===== src/rtl/argmax_pkg.sv =====
`default_nettype none
// ============================================================================
// Module      : argmax_pkg
// Description : Shared types and helpers for the argmax output stage.
//               State encoding and index-width helper.
// Revision    : 1.0 - initial release
// ============================================================================
package argmax_pkg;

    // Frame controller states: gathering neuron values, or presenting a result
    typedef enum logic [0:0] {
        COLLECT = 1'b0,
        HOLD    = 1'b1
    } state_t;

    // Index width for M neurons; never narrower than one bit
    function automatic int idx_width(input int m);
        int w;
        w = $clog2(m);
        return (w < 1) ? 1 : w;
    endfunction

endpackage
`default_nettype wire


===== src/rtl/argmax_cmp.sv =====
`default_nettype none
// ============================================================================
// Module      : argmax_cmp
// Description : Combinational signed compare/select of the running best
//               (value, index) against the incoming candidate.
//               Tie rule: define ARGMAX_TIE_LAST_EN to make the latest index
//               win on equal values; otherwise the first occurrence wins.
// Revision    : 1.0 - initial release
// ============================================================================
module argmax_cmp #(
    parameter int T     = 16,
    parameter int IDX_W = 4
) (
    input  logic                    first,
    input  logic signed [T-1:0]     best_val,
    input  logic        [IDX_W-1:0] best_idx,
    input  logic signed [T-1:0]     cand_val,
    input  logic        [IDX_W-1:0] cand_idx,
    output logic signed [T-1:0]     sel_val,
    output logic        [IDX_W-1:0] sel_idx
);

    logic w_take;

    // The first beat of a frame always seeds the running best, so stale
    // contents from a previous frame never take part in the compare.
`ifdef ARGMAX_TIE_LAST_EN
    assign w_take = first || (cand_val >= best_val);
`else
    assign w_take = first || (cand_val > best_val);
`endif

    assign sel_val = w_take ? cand_val : best_val;
    assign sel_idx = w_take ? cand_idx : best_idx;

endmodule
`default_nettype wire


===== src/rtl/argmax_out_stage.sv =====
`default_nettype none
// ============================================================================
// Module      : argmax_out_stage
// Description : Consumes M signed neuron values per frame over valid/ready,
//               tracks the running maximum and emits one (index, max) result
//               beat per frame. Upstream is stalled while a result is held.
//               Optional macro ARGMAX_TIE_LAST_EN (in argmax_cmp) selects
//               last-occurrence tie-breaking.
// Revision    : 1.0 - initial release
// ============================================================================
module argmax_out_stage
    import argmax_pkg::*;
#(
    parameter  int M     = 16,
    parameter  int T     = 16,
    localparam int IDX_W = idx_width(M)
) (
    input  logic             clk,
    input  logic             reset,
    input  logic             input_valid,
    output logic             input_ready,
    input  logic [T-1:0]     input_data,
    output logic             output_valid,
    input  logic             output_ready,
    output logic [IDX_W-1:0] output_index,
    output logic [T-1:0]     output_max
);

    localparam logic [IDX_W-1:0] c_LAST = IDX_W'(M - 1);

    state_t             r_state;
    logic [IDX_W-1:0]   r_count;
    logic signed [T-1:0] r_best_val;
    logic [IDX_W-1:0]   r_best_idx;
    logic               r_in_ready;
    logic               r_out_valid;
    logic [IDX_W-1:0]   r_out_idx;
    logic [T-1:0]       r_out_max;

    logic signed [T-1:0] w_sel_val;
    logic [IDX_W-1:0]    w_sel_idx;
    logic                w_accept;

    assign w_accept = input_valid && r_in_ready;

    argmax_cmp #(
        .T     (T),
        .IDX_W (IDX_W)
    ) u_cmp (
        .first    (r_count == '0),
        .best_val (r_best_val),
        .best_idx (r_best_idx),
        .cand_val (input_data),
        .cand_idx (r_count),
        .sel_val  (w_sel_val),
        .sel_idx  (w_sel_idx)
    );

    // Frame controller: accumulate the running best in COLLECT, present the
    // result in HOLD with upstream stalled until downstream takes it.
    always_ff @(posedge clk) begin
        if (reset) begin
            r_state     <= COLLECT;
            r_count     <= '0;
            r_best_val  <= '0;
            r_best_idx  <= '0;
            r_in_ready  <= 1'b1;
            r_out_valid <= 1'b0;
            r_out_idx   <= '0;
            r_out_max   <= '0;
        end else begin
            case (r_state)
                COLLECT: begin
                    if (w_accept) begin
                        r_best_val <= w_sel_val;
                        r_best_idx <= w_sel_idx;
                        if (r_count == c_LAST) begin
                            // Final beat is folded into the result directly
                            r_out_idx   <= w_sel_idx;
                            r_out_max   <= w_sel_val;
                            r_out_valid <= 1'b1;
                            r_in_ready  <= 1'b0;
                            r_count     <= '0;
                            r_state     <= HOLD;
                        end else begin
                            r_count <= r_count + IDX_W'(1);
                        end
                    end
                end
                HOLD: begin
                    if (output_ready) begin
                        r_out_valid <= 1'b0;
                        r_in_ready  <= 1'b1;
                        r_state     <= COLLECT;
                    end
                end
                default: begin
                    r_state <= COLLECT;
                end
            endcase
        end
    end

    assign input_ready  = r_in_ready;
    assign output_valid = r_out_valid;
    assign output_index = r_out_idx;
    assign output_max   = r_out_max;

endmodule
`default_nettype wire


===== config.mk =====
export PLATFORM = sky130hd
export DESIGN_NAME = argmax_out_stage
export DESIGN_NICKNAME = d
export VERILOG_FILES = /design/src/rtl/argmax_pkg.sv /design/src/rtl/argmax_cmp.sv /design/src/rtl/argmax_out_stage.sv
export SDC_FILE = /design/constraint.sdc
export NUM_CORES = 1
export LEC_CHECK = 0
export BUFFER_PORTS_ARGS = -buffer_cell sky130_fd_sc_hd__buf_2
export CAP_MARGIN = 0
export CORE_UTILIZATION = 40
export DETAILED_ROUTE_END_ITERATION = 6
export GPL_ROUTABILITY_DRIVEN = 0
export SYNTH_ARGS = -nofsm -noshare
export SYNTH_HDL_FRONTEND = slang
export SYNTH_HIERARCHICAL = 1
export SYNTH_SLANG_ARGS = --single-unit

===== constraint.sdc =====
create_clock -name clk -period 5.6 [get_ports clk]
set_input_delay 0.28 -clock clk [delete_from_list [all_inputs] [get_ports clk]]
set_output_delay 0.28 -clock clk [all_outputs]
set_load 0.01 [all_outputs]

After elaboration in Yosys (flattened, before gate mapping)
Cells that the tools add are included.
{"block": "totals", "regBits": 47}
{"block": "op_classes", "add_sub_neg": 1, "n_lt_le_gt_ge": 1, "n_eq_ne": 4, "muxes": 15, "bitwise_logic": 1, "n_reduce_logical": 6}
{"operator": "> comparator 16 bit", "n": 1}
{"operator": "two-way mux 16 bit", "n": 1}
{"operator": "two-way mux 1 bit", "n": 9}
{"operator": "two-way mux 4 bit", "n": 2}
{"operator": "!= test 2 bit (second input constant)", "n": 3}
{"operator": "case mux 1 bit (2 select lines)", "n": 3}
{"operator": "AND reduction 3 bit", "n": 2}
{"operator": "adder 4 x 1 -> 4 bit (second input constant)", "n": 1}
{"operator": "== test 4 bit (second input constant)", "n": 1}
{"operator": "logical NOT 4 bit", "n": 1}
{"operator": "AND reduction 2 bit", "n": 1}
{"operator": "logical AND 1 bit", "n": 1}
{"operator": "logical OR 1 bit", "n": 1}
{"operator": "inverter 1 bit", "n": 1}

Depth between registers and ports, before layout
Gate-level depths: netlist (run 1).
{"block": "logic_depth", "ltp_word": 4, "ltp_mapped": 12, "mapped_depth_nobuf": 11}

Hierarchy
Netlist (run 1), hierarchy kept.
{"module": "argmax_out_stage", "n_inst": 1, "cells_per_inst": 236, "area_each_um2": 1886.8, "seq_area_each_um2": 940.9}
{"module": "argmax_cmp", "n_inst": 1, "cells_per_inst": 80, "area_each_um2": 754.5, "seq_area_each_um2": 0.0}

Least setup slack after synthesis (run 1)
OpenSTA, ideal clock, no wires.
{"block": "synth_timing", "path_kind": "reg-to-reg", "start": "register r_best_val[15]", "end": "register r_out_idx[0] (netlist: output_index[0])", "setup_ns": 0.070, "arrival_ns": 2.557, "path_slack_ns": 2.973, "path_stages_with_launch": 13, "path_buffers": 1, "period_less_slack_ns": 2.627, "cell_sequence": "dfxtp_1 > inv_1 > ha_1 > nand4_2 > nor2_1 > a311o_1 > a221oi_2 > mux2i_1 > buf_6 > mux2_4 > inv_1 > or3_1 > a21oi_1"}
{"block": "synth_via", "elab_chain_len": 3}
{"item": "start: declaration", "line": "argmax_out_stage.sv:33", "source": "logic signed [T-1:0] r_best_val;"}
{"item": "start signal: assignment", "line": "argmax_out_stage.sv:75", "source": "r_best_val <= w_sel_val;"}
{"item": "> comparator 16 bit", "line": "argmax_cmp.sv:30", "source": "assign w_take = first || (cand_val > best_val);"}
{"item": "logical OR 1 bit", "line": "argmax_cmp.sv:30"}
{"item": "two-way mux 4 bit", "line": "argmax_cmp.sv:34", "source": "assign sel_idx = w_take ? cand_idx : best_idx;"}
{"item": "net w_sel_idx[0]", "line": "argmax_out_stage.sv:41", "source": "logic [IDX_W-1:0] w_sel_idx;"}
{"item": "end signal: assignment", "line": "argmax_out_stage.sv:79", "source": "r_out_idx <= w_sel_idx;"}
{"item": "end: declaration", "line": "argmax_out_stage.sv:37", "source": "logic [IDX_W-1:0] r_out_idx;"}
The timed path passes the listed nets, and every way through them passes these cells.
A chain may end at the register's enable or synchronous reset.

Worst setup path after layout (run 1)
{"block": "layout_timing", "start": "register r_best_val[15]", "end": "register r_out_idx[3] (netlist: output_index[3])"}
Same word-level chain as after synthesis.

==> results.py, run 1 <==
metrics = {
    "drt": {
        "dr.pass1.iters": 4,
        "drc": 0,
        "routed_via_density": 5.02,
        "wl_per_cell_um": 13.5,
        "postRouteAntennaNets": 0,
        "vias": 2118,
        "drt_iter0_drc": 138,
        "drt_wl_total_mm": 5.69,
    },
    "setup_path": {
        "crit_path_frequent_cell": "inv_1",
        "critPathMaxFanout": 20,
        "crit_type": "register to register",
        "crit_slowest_cell": "mux2i_4",
        "worstSetupStartpointType": "register",
        "required_ns": 5.83,
        "max_stage_delay_ns": 0.94,
        "cp_cell_sequence": "inv_1, ha_1, nand4_2, nor2_1, a311o_1, a221oi_2, mux2i_4, mux2_4, inv_1, or3_1, a21oi_1",
        "cp-end-kind": "register",
        "arrival_ns": 3.71,
    },
    "global_route": {
        "grt_pass1_vias": 1890,
        "busiest_layer": "met1",
        "grt_overflow": 0,
        "grt_util_met1_pct": 24.7,
        "grtUsageMet2_pct": 23.8,
        "grt_pass1_wl_mm": 9.44,
        "grt_max_degree": 66,
        "antenna_found_initial": 0,
        "grt_usage_pct": 16.8,
        "use_met3_pct": 4.08,
    },
    "yosys": {
        "ys_types": 33,
        "syn_nets": 354,
        "syn_inst": 316,
        "synth-seq-area-share_pct": 35.6,
        "avgSynthCellArea_um2": 8.36,
        "yosys_warnings": 6,
        "ys_ff_latch": 47,
        "synth_area_um2": 2640,
    },
    "floorplan": {
        "die_x_um": 83.3,
        "io_pins": 42,
        "fp.dieH_um": 83.3,
        "initial_core_util_pct": 41.6,
        "core_um2": 6350,
        "die_area_um2": 6930,
        "rows": 29,
    },
    "power_and_ir_drop": {
        "p_sw_share_pct": 27.4,
        "power_mw": 0.709,
        "p_sw_mw": 0.195,
        "p_clk_share_pct": 32.6,
        "internal_power_mw": 0.515,
        "p_leak_nw": 1.28,
        "power_density_nw_per_um2": 241,
        "p_seq_share_pct": 49.8,
        "peakVddDrop_v": 0.000103,
        "p_comb_share_pct": 17.5,
    },
    "cts": {
        "holdBufCountCts": 0,
        "ctsHtreeMaxLevel": 2,
        "cts-root-buf": "clkbuf_8",
        "cts_resized": 0,
        "clkLatencyLatePin_ns": 0.30,
        "cts_buffer_depth": 2,
        "cts_setup_buffers": 0,
        "cts_buffers": 5,
        "numClockSinks": 47,
        "cts_tree": "yes",
        "clk_pin_slew_worst_paths_ns": 0.09,
    },
    "timing": {
        "tns_ns": 0,
        "rsz0062_at_grt": "false",
        "max-slew-margin-rel_pct": 27.1,
        "fmax_mhz": 287,
        "worstMarginPinSlew_ns": 1.07,
        "timing.final.crit_share_pct": 62.1,
        "fin_worst_skew_ns": 0.00475,
        "slew_viol_final": 0,
        "hold_viol_final": 0,
        "fin_crit_ns": 3.48,
        "setup_violations": 0,
    },
    "finish": {
        "fillerInstances": 636,
        "mostFrequentLayoutCell": "a21oi_1",
        "nets": 382,
        "area_growth_pct": 11.5,
        "layout_common_cells": "53 x a21oi_1, 47 x nand2_1, 47 x dfxtp_1",
        "diodes": 0,
        "drive_gt1_share_pct": 22.0,
    },
    "flow_run": {
        "maxCapViolCount": 0,
    },
    "place": {
        "port_buffers": 41,
        "dp_hpwl_mm": 3.80,
    },
    "hold_path": {
        "hold_class": "primary input to register",
    },
    "outcome": {
        "status": "completed",
    },
}
==> cell usage after synthesis (all sizes together) <==
master,count,area share (%)
nor3,1,0.19
xnor2,1,0.33
nand2b,1,0.24
a221oi,1,0.57
a21oi,53,10
a311o,1,0.38
nand4b,1,0.33
mux2,20,11
o221ai,1,0.33
or2,1,0.24
nor3b,1,0.28
inv,40,5.7
and3b,1,0.33
buf,10,3.1
ha,18,8.5
o21ai,22,4.2
nand2,47,6.7
nand4,3,0.95
dfxtp,47,36
or3,21,5.0
a21o,2,0.62
clkbuf,11,1.6
nor4,1,0.47
or4,1,0.28
mux2i,1,0.38
nand3,2,0.38
a221o,1,0.38
nand3b,2,1.0
nor2,4,0.57
==> power by group through the flow <==
stage / combinational [mW] / clock (mW) / sequential, mW
CTS: 0.125 / 0.239 / 0.353
detailed placement: 0.125 / 0 / 0.361
global route: 0.140 / 0.251 / 0.355
global placement: 0.124 / 0 / 0.361
floorplan: 0.100 / 0 / 0.358
finish: 0.124 / 0.231 / 0.354
==> critical path, delay by kind of cell (launching register included) <==
kind / cells / cell delay, ns
compound gates: 3 / 0.77
fa+ha+maj: 1 / 0.33
buf+inv: 2 / 0.08
flops: 1 / 0.36
mux: 2 / 1.25
simple gates: 3 / 0.59
==> cells by family (layout without fill, tap and decap cells) <==
kind of cell	after synthesis	count (layout)	synth area share, %
AOI/OAI and AO/OA	81	81	16.5
xor gates and xnor gates	1	1	0.332
adders and majority gates	18	18	8.53
buffers and inverters	61	90	10.3
DFF	47	47	35.6
muxes	21	21	11.7
and+or+nand+nor	87	87	17.0
==> layer usage <==
layer | up-vias | wire [um]
met2 | 45 | 2330
met3 | 5 | 255
met4 | 0 | 71
li1 | 1112 | -
met5 | - | 0
met1 | 956 | 3030
==> layout make-up <==
| cell class | count | area, um2 | share of cell area, % |
|---|---|---|---|
| Tap cell | 77 | 96.3 | 3.27 |
| Sequential cell | 47 | 941 | 32.0 |
| Clock buffer | 7 | 96.3 | 3.27 |
| Clock inverter | 1 | 7.51 | 0.255 |
| Inverter | 40 | 150 | 5.10 |
| Multi-Input combinational cell | 208 | 1440 | 48.9 |
| Timing Repair Buffer | 42 | 213 | 7.22 |
==> metrics by stage <==
step	hold WS, ns	std cells	utilization, %	area (um2)	setup slack, ns
final	0.232	422	46.4	2940	2.12
after CTS	0.227	422	46.4	2940	2.12
after global placement	0.442	414	44.7	2840	2.19
after detailed placement	0.453	414	44.7	2840	2.14
after global routing	0.243	422	46.4	2940	1.90
after floorplan	0.425	316	-	2640	2.97
==> sequential cells by signal (all words and copies together), names as in the netlist <==
register and flops:
output_max 16, r_state 1, r_best_idx 4, output_index 4, r_count 4, output_valid 1
r_best_val 16, input_ready 1
==> path summary, 6_finish.rpt <==
check	startpoint	cells past startpoint	slack, ns	endpoint
max reg2reg	r_best_val[15]	11	2.12	output_index[3]
min	output_ready	2	0.23	input_ready
min reg2reg	r_best_idx[0]	2	0.46	r_best_idx[0]
max	r_best_val[15]	11	2.12	output_index[3]
No activity file was read; power rests on OpenSTA's default activity.
==> run 2: changes to the inputs <==
- clock period: 5.6 -> 3.35 ns (I/O delays scaled with it)
==> results.py, run 2 (same netlist as run 1, synthesis figures left out) <==
metrics = {
    "timing": {
        "hold_viol_final": 0,
        "max-slew-margin-rel_pct": 41.0,
        "finalWorstSetupSlack_ns": 0.436,
        "fin_crit_ns": 2.91,
        "setup_violations": 0,
        "timing.final.crit_share_pct": 87.0,
        "hold_slack_ns": 0.134,
        "slew_viol_final": 0,
        "fmax_mhz": 343,
        "fin_worst_skew_ns": 0.00548,
        "tns_ns": 0,
        "worstMarginPinSlew_ns": 0.885,
        "rsz0062_at_grt": "false",
    },
    "drt": {
        "wl_per_cell_um": 12.9,
        "dr.pass1.iters": 4,
        "postRouteAntennaNets": 0,
        "vias": 2098,
        "drc": 0,
        "drt_iter0_drc": 127,
        "routed_via_density": 4.96,
        "drt_wl_total_mm": 5.46,
    },
    "global_route": {
        "grt_usage_pct": 16.2,
        "antenna_found_initial": 0,
        "grt_max_degree": 66,
        "grt_pass1_vias": 1934,
        "grt_pass1_wl_mm": 9.34,
        "grt_overflow": 0,
    },
    "setup_path": {
        "crit_slowest_cell": "dfxtp_1",
        "r2r_start": "r_best_val[13]",
        "critPathMaxFanout": 20,
        "required_ns": 3.58,
        "worstSetupStartpointType": "register",
        "r2r-end": "output_max[14]",
        "crit_type": "register to register",
        "cp_cell_sequence": "inv_1, ha_1, nand4_2, nor2_1, a311o_1, a221oi_2, mux2i_4, buf_12, mux2_4, inv_1, or3_1, a21oi_1",
        "crit_path_frequent_cell": "inv_1",
        "regToRegSetupSlack_ns": 0.44,
        "rr_worst_depth": 12,
        "cp-end-kind": "register",
        "arrival_ns": 3.14,
        "max_stage_delay_ns": 0.38,
    },
    "cts": {
        "cts_resized": 0,
        "holdBufCountCts": 0,
        "ctsHtreeMaxLevel": 2,
        "cts-root-buf": "clkbuf_8",
        "numClockSinks": 47,
        "clk_pin_slew_worst_paths_ns": 0.09,
        "cts_setup_buffers": 0,
        "cts_buffers": 5,
        "cts_tree": "yes",
        "cts_buffer_depth": 2,
        "clkLatencyLatePin_ns": 0.30,
    },
    "power_and_ir_drop": {
        "p_sw_share_pct": 27.8,
        "power_density_nw_per_um2": 386,
        "p_clk_share_pct": 29.6,
        "internal_power_mw": 0.822,
        "p_seq_share_pct": 51.9,
        "p_comb_share_pct": 18.5,
        "p_sw_mw": 0.316,
        "peakVddDrop_v": 0.000200,
        "p_leak_nw": 1.28,
    },
    "hold_path": {
        "hold_path_depth": 2,
        "hold_start": "output_ready",
        "hold_class": "primary input to register",
        "whs_endpoint": "input_ready",
    },
    "outcome": {
        "status": "completed",
    },
    "floorplan": {
        "rows": 29,
        "die_x_um": 83.3,
        "initial_core_util_pct": 41.6,
        "io_pins": 42,
        "fp.dieH_um": 83.3,
        "core_um2": 6350,
        "die_area_um2": 6930,
    },
    "finish": {
        "nets": 383,
        "area_growth_pct": 11.5,
        "mostFrequentLayoutCell": "a21oi_1",
        "multiInputGateArea_um2": 1440,
        "diodes": 0,
        "fillerInstances": 655,
        "drive_gt1_share_pct": 22.0,
        "regArea_um2": 941,
        "layout_common_cells": "53 x a21oi_1, 47 x nand2_1, 47 x dfxtp_1",
    },
    "place": {
        "preCtsSetupSlack_ns": 0.448,
        "port_buffers": 41,
        "dp_hpwl_mm": 3.73,
    },
    "flow_run": {
        "maxCapViolCount": 0,
    },
}
-- run 2: cell types whose count changed in the layout (fill, tap and decap cells not counted), sizes merged --
cell / previous run / this run
clkbuf: 7 / 6
buf: 42 / 43
clkinv: 0 / 1
-- run 2: power groups by stage --
stage                     registers (mW)  logic, mW  clock network [mW]
after global routing               0.593      0.240               0.375
after floorplan                    0.599      0.168                   0
after global placement             0.603      0.212                   0
after CTS                          0.590      0.213               0.352
final                              0.590      0.211               0.337
after detailed placement           0.603      0.213                   0
-- run 2: through the flow --
step	std cells	power, mW	cell area (um2)	util [%]
floorplan	316	0.767	2640	-
global placement	415	0.814	2860	45.0
detailed placement	415	0.816	2860	45.0
CTS	423	1.16	2950	46.4
global route	423	1.21	2950	46.4
finish	423	1.14	2950	46.4
-- run 2: worst max-delay path by stage --
stage	startpoint	end	slack (ns)	cells past startpoint
6_report	r_best_val[13]	output_max[14]	0.44	12
5_1_grt	r_best_val[15]	output_max[0]	0.22	12
4_1_cts	r_best_val[15]	output_max[14]	0.42	12
3_5_place_dp	r_best_val[15]	output_max[14]	0.45	12
3_3_place_gp	r_best_val[15]	output_max[14]	0.46	12
2_1_floorplan	r_best_val[15]	output_index[0]	0.72	12
-- run 2: area by class of cell --
class,count,area share (%)
Clock inverter,2,0.425
Tap cell,77,3.27
Inverter,40,5.10
Multi-Input combinational cell,208,48.9
Clock buffer,6,2.46
Sequential cell,47,31.9
Timing Repair Buffer,43,7.90
-- run 2: metal layers --
metal / track usage, % / up-vias / wire length (um)
met4: 3.29 / 0 / 26
met1: 25.1 / 944 / 3050
met5: 0 / - / 0
met3: 3.18 / 2 / 162
li1: - / 1120 / -
met2: 23.0 / 32 / 2220
-- run 2: critical path, delay by kind of cell (launching register included) --
family                     cells  cell delay (ns)
AOI/OAI and AO/OA              3             0.75
buffers and inverters          3             0.32
muxes                          2             0.49
DFF                            1             0.38
and+or+nand+nor                3             0.59
adders and majority gates      1             0.31
==> run 3: changes to the inputs <==
- ABC_AREA: default -> 1
- BUFFER_PORTS_ARGS: -buffer_cell sky130_fd_sc_hd__buf_2 -> -buffer_cell sky130_fd_sc_hd__buf_4
==> results.py, run 3 <==
metrics = {
    "outcome": {
        "status": "completed",
    },
    "setup_path": {
        "critPathMaxFanout": 21,
        "required_ns": 3.54,
        "crit_type": "register to register",
        "worstSetupStartpointType": "register",
        "cp-end-kind": "register",
        "arrival_ns": 2.73,
    },
    "yosys": {
        "syn_nets": 411,
        "synthArstFlopShare_pct": 0,
        "ys_types": 21,
        "yosys_warnings": 6,
        "synth_top_area_share_pct": 37.6,
        "syn_inst": 373,
        "synth_top_flop_cell": "dfxtp_1",
        "muxShareOfSynthArea_pct": 0,
        "synthAdderAreaFrac_pct": 9.00,
        "synth_compound_area_share_pct": 6.95,
        "synth-seq-area-share_pct": 37.6,
        "synth_edf_count": 0,
        "yosysMostFrequentCell": "nand2_1",
        "synth_area_leaders": "dfxtp_1 38%, nand2_1 18%, ha_1 9.0%",
        "synth-simple-area-share_pct": 36.4,
        "yosys.area.top_type": "dfxtp_1",
        "synth_top_family_by_area": "simple AND/OR/NAND/NOR gates",
        "avgSynthCellArea_um2": 6.71,
        "ys_ff_latch": 47,
        "synth_area_um2": 2500,
        "synth_xor_xnor_area_share_pct": 0,
        "ys_top_cells_by_count": "117 x nand2_1, 51 x nor2_1, 47 x dfxtp_1, 45 x nand3_1, 37 x inv_1",
    },
    "hold_path": {
        "hold_class": "primary input to register",
    },
    "timing": {
        "fin_worst_skew_ns": 0.00647,
        "fmax_mhz": 395,
        "hold_slack_ns": 0.0709,
        "finalWorstSetupSlack_ns": 0.816,
        "tns_ns": 0,
        "setup_violations": 0,
        "timing.final.crit_share_pct": 75.6,
        "worstMarginPinSlew_ns": 0.882,
        "hold_viol_final": 0,
        "max-slew-margin-rel_pct": 41.1,
        "fin_crit_ns": 2.53,
        "rsz0062_at_grt": "false",
        "slew_viol_final": 0,
    },
    "place": {
        "port_buffers": 41,
        "placed_cells": 474,
        "preCtsSetupSlack_ns": 0.857,
        "placed_cell_area_um2": 2810,
        "dp_hpwl_mm": 3.87,
    },
    "drt": {
        "routed_via_density": 4.76,
        "drt_wl_total_mm": 5.73,
        "dr.pass1.iters": 4,
        "postRouteAntennaNets": 0,
        "drt_iter0_drc": 141,
        "vias": 2296,
        "wl_per_cell_um": 11.9,
        "drc": 0,
    },
    "power_and_ir_drop": {
        "peakVddDrop_v": 0.000169,
        "p_sw_mw": 0.343,
        "power_mw": 1.15,
        "p_leak_nw": 1.51,
        "p_sw_share_pct": 30.0,
        "power_density_nw_per_um2": 395,
        "p_seq_share_pct": 52.0,
        "p_clk_share_pct": 29.5,
        "internal_power_mw": 0.802,
        "p_comb_share_pct": 18.5,
    },
    "cts": {
        "cts_tree": "yes",
        "cts_resized": 0,
        "cts-root-buf": "clkbuf_8",
        "numClockSinks": 47,
        "ctsHtreeMaxLevel": 2,
        "cts_setup_buffers": 0,
        "cts_buffer_depth": 2,
        "clkLatencyLatePin_ns": 0.30,
        "holdBufCountCts": 0,
        "cts_buffers": 5,
        "clk_pin_slew_worst_paths_ns": 0.08,
    },
    "floorplan": {
        "die_area_um2": 6570,
        "initial_core_util_pct": 41.8,
        "core_um2": 5990,
        "die_x_um": 81.1,
        "fp.dieH_um": 81.1,
        "io_pins": 42,
        "rows": 28,
    },
    "finish": {
        "fillerInstances": 659,
        "postLayoutCellArea_um2": 2900,
        "layout_common_cells": "117 x nand2_1, 51 x nor2_1, 47 x dfxtp_1",
        "area_growth_pct": 15.9,
        "final_cells": 482,
        "drive_gt1_share_pct": 14.3,
        "mostFrequentLayoutCell": "nand2_1",
        "diodes": 0,
        "utilization_pct": 48.4,
        "nets": 444,
    },
    "global_route": {
        "grt_pass1_vias": 1973,
        "grt_usage_pct": 18.9,
        "grt_pass1_wl_mm": 9.51,
        "antenna_found_initial": 0,
        "grt_max_degree": 31,
        "grt_overflow": 0,
    },
    "flow_run": {
        "maxCapViolCount": 0,
    },
}
## run 3: cell types whose count changed after synthesis, moves of 3 or more
cell | before | now
a21oi_1 | 53 | 6
clkbuf_1 | 11 | 5
inv_1 | 40 | 37
mux2_4 | 20 | 0
nand2_1 | 47 | 117
nand2_2 | 0 | 3
nand3_1 | 2 | 45
nor2_1 | 4 | 51
or3_1 | 21 | 0
## run 3: power by group through the flow
stage	logic, mW	clock network (mW)	registers, mW
2_1_floorplan	0.161	0	0.604
3_3_place_gp	0.206	0	0.608
3_5_place_dp	0.210	0	0.608
4_1_cts	0.211	0.352	0.596
5_1_grt	0.244	0.381	0.599
6_report	0.212	0.338	0.596
## run 3: kinds of logic (layout without fill, tap and decap cells)
group                      count (synthesis)  after routing
DFF                                       47             47
adders and majority gates                 18             18
and+or+nand+nor                          220            220
buffers and inverters                     55             89
AOI/OAI and AO/OA                         33             33
## run 3: worst paths after layout
| kind | slack, ns | cells past startpoint | endpoint | start |
|---|---|---|---|---|
| max | 0.82 | 15 | r_best_val[0] | r_best_val[7] |
| min | 0.07 | 2 | r_state | reset |
| min reg2reg | 0.47 | 2 | output_max[15] | output_max[15] |
| max reg2reg | 0.82 | 15 | r_best_val[0] | r_best_val[7] |
## run 3: critical path: stages (launching register included)
cell	delay (ns)
dfxtp_1	0.36
inv_1	0.05
ha_1	0.28
nand2_1	0.08
nor2_2	0.16
nand3_1	0.09
nand3_1	0.08
nand2_1	0.07
nand2_1	0.06
nand2_1	0.06
nand2_2	0.35
nand2_2	0.37
nand2_1	0.16
nand2_1	0.09
nor2_1	0.10
nor2_1	0.06
## run 3: routing by layer
metal | routed length [um] | global-route usage [%]
met5 | 0 | 0
met4 | 87 | 6.07
met3 | 296 | 3.48
met2 | 2370 | 27.1
met1 | 2980 | 27.9
## run 3: area by class of cell
| type | count | area, um2 | share of cell area, % |
|---|---|---|---|
| inverter | 37 | 139 | 4.79 |
| sequential | 47 | 941 | 32.5 |
| multi-input combinational | 271 | 1310 | 45.2 |
| clock buffer | 6 | 72.6 | 2.50 |
| tap | 75 | 93.8 | 3.24 |
| clock inverter | 2 | 12.5 | 0.432 |
| timing repair buffer | 44 | 330 | 11.4 |
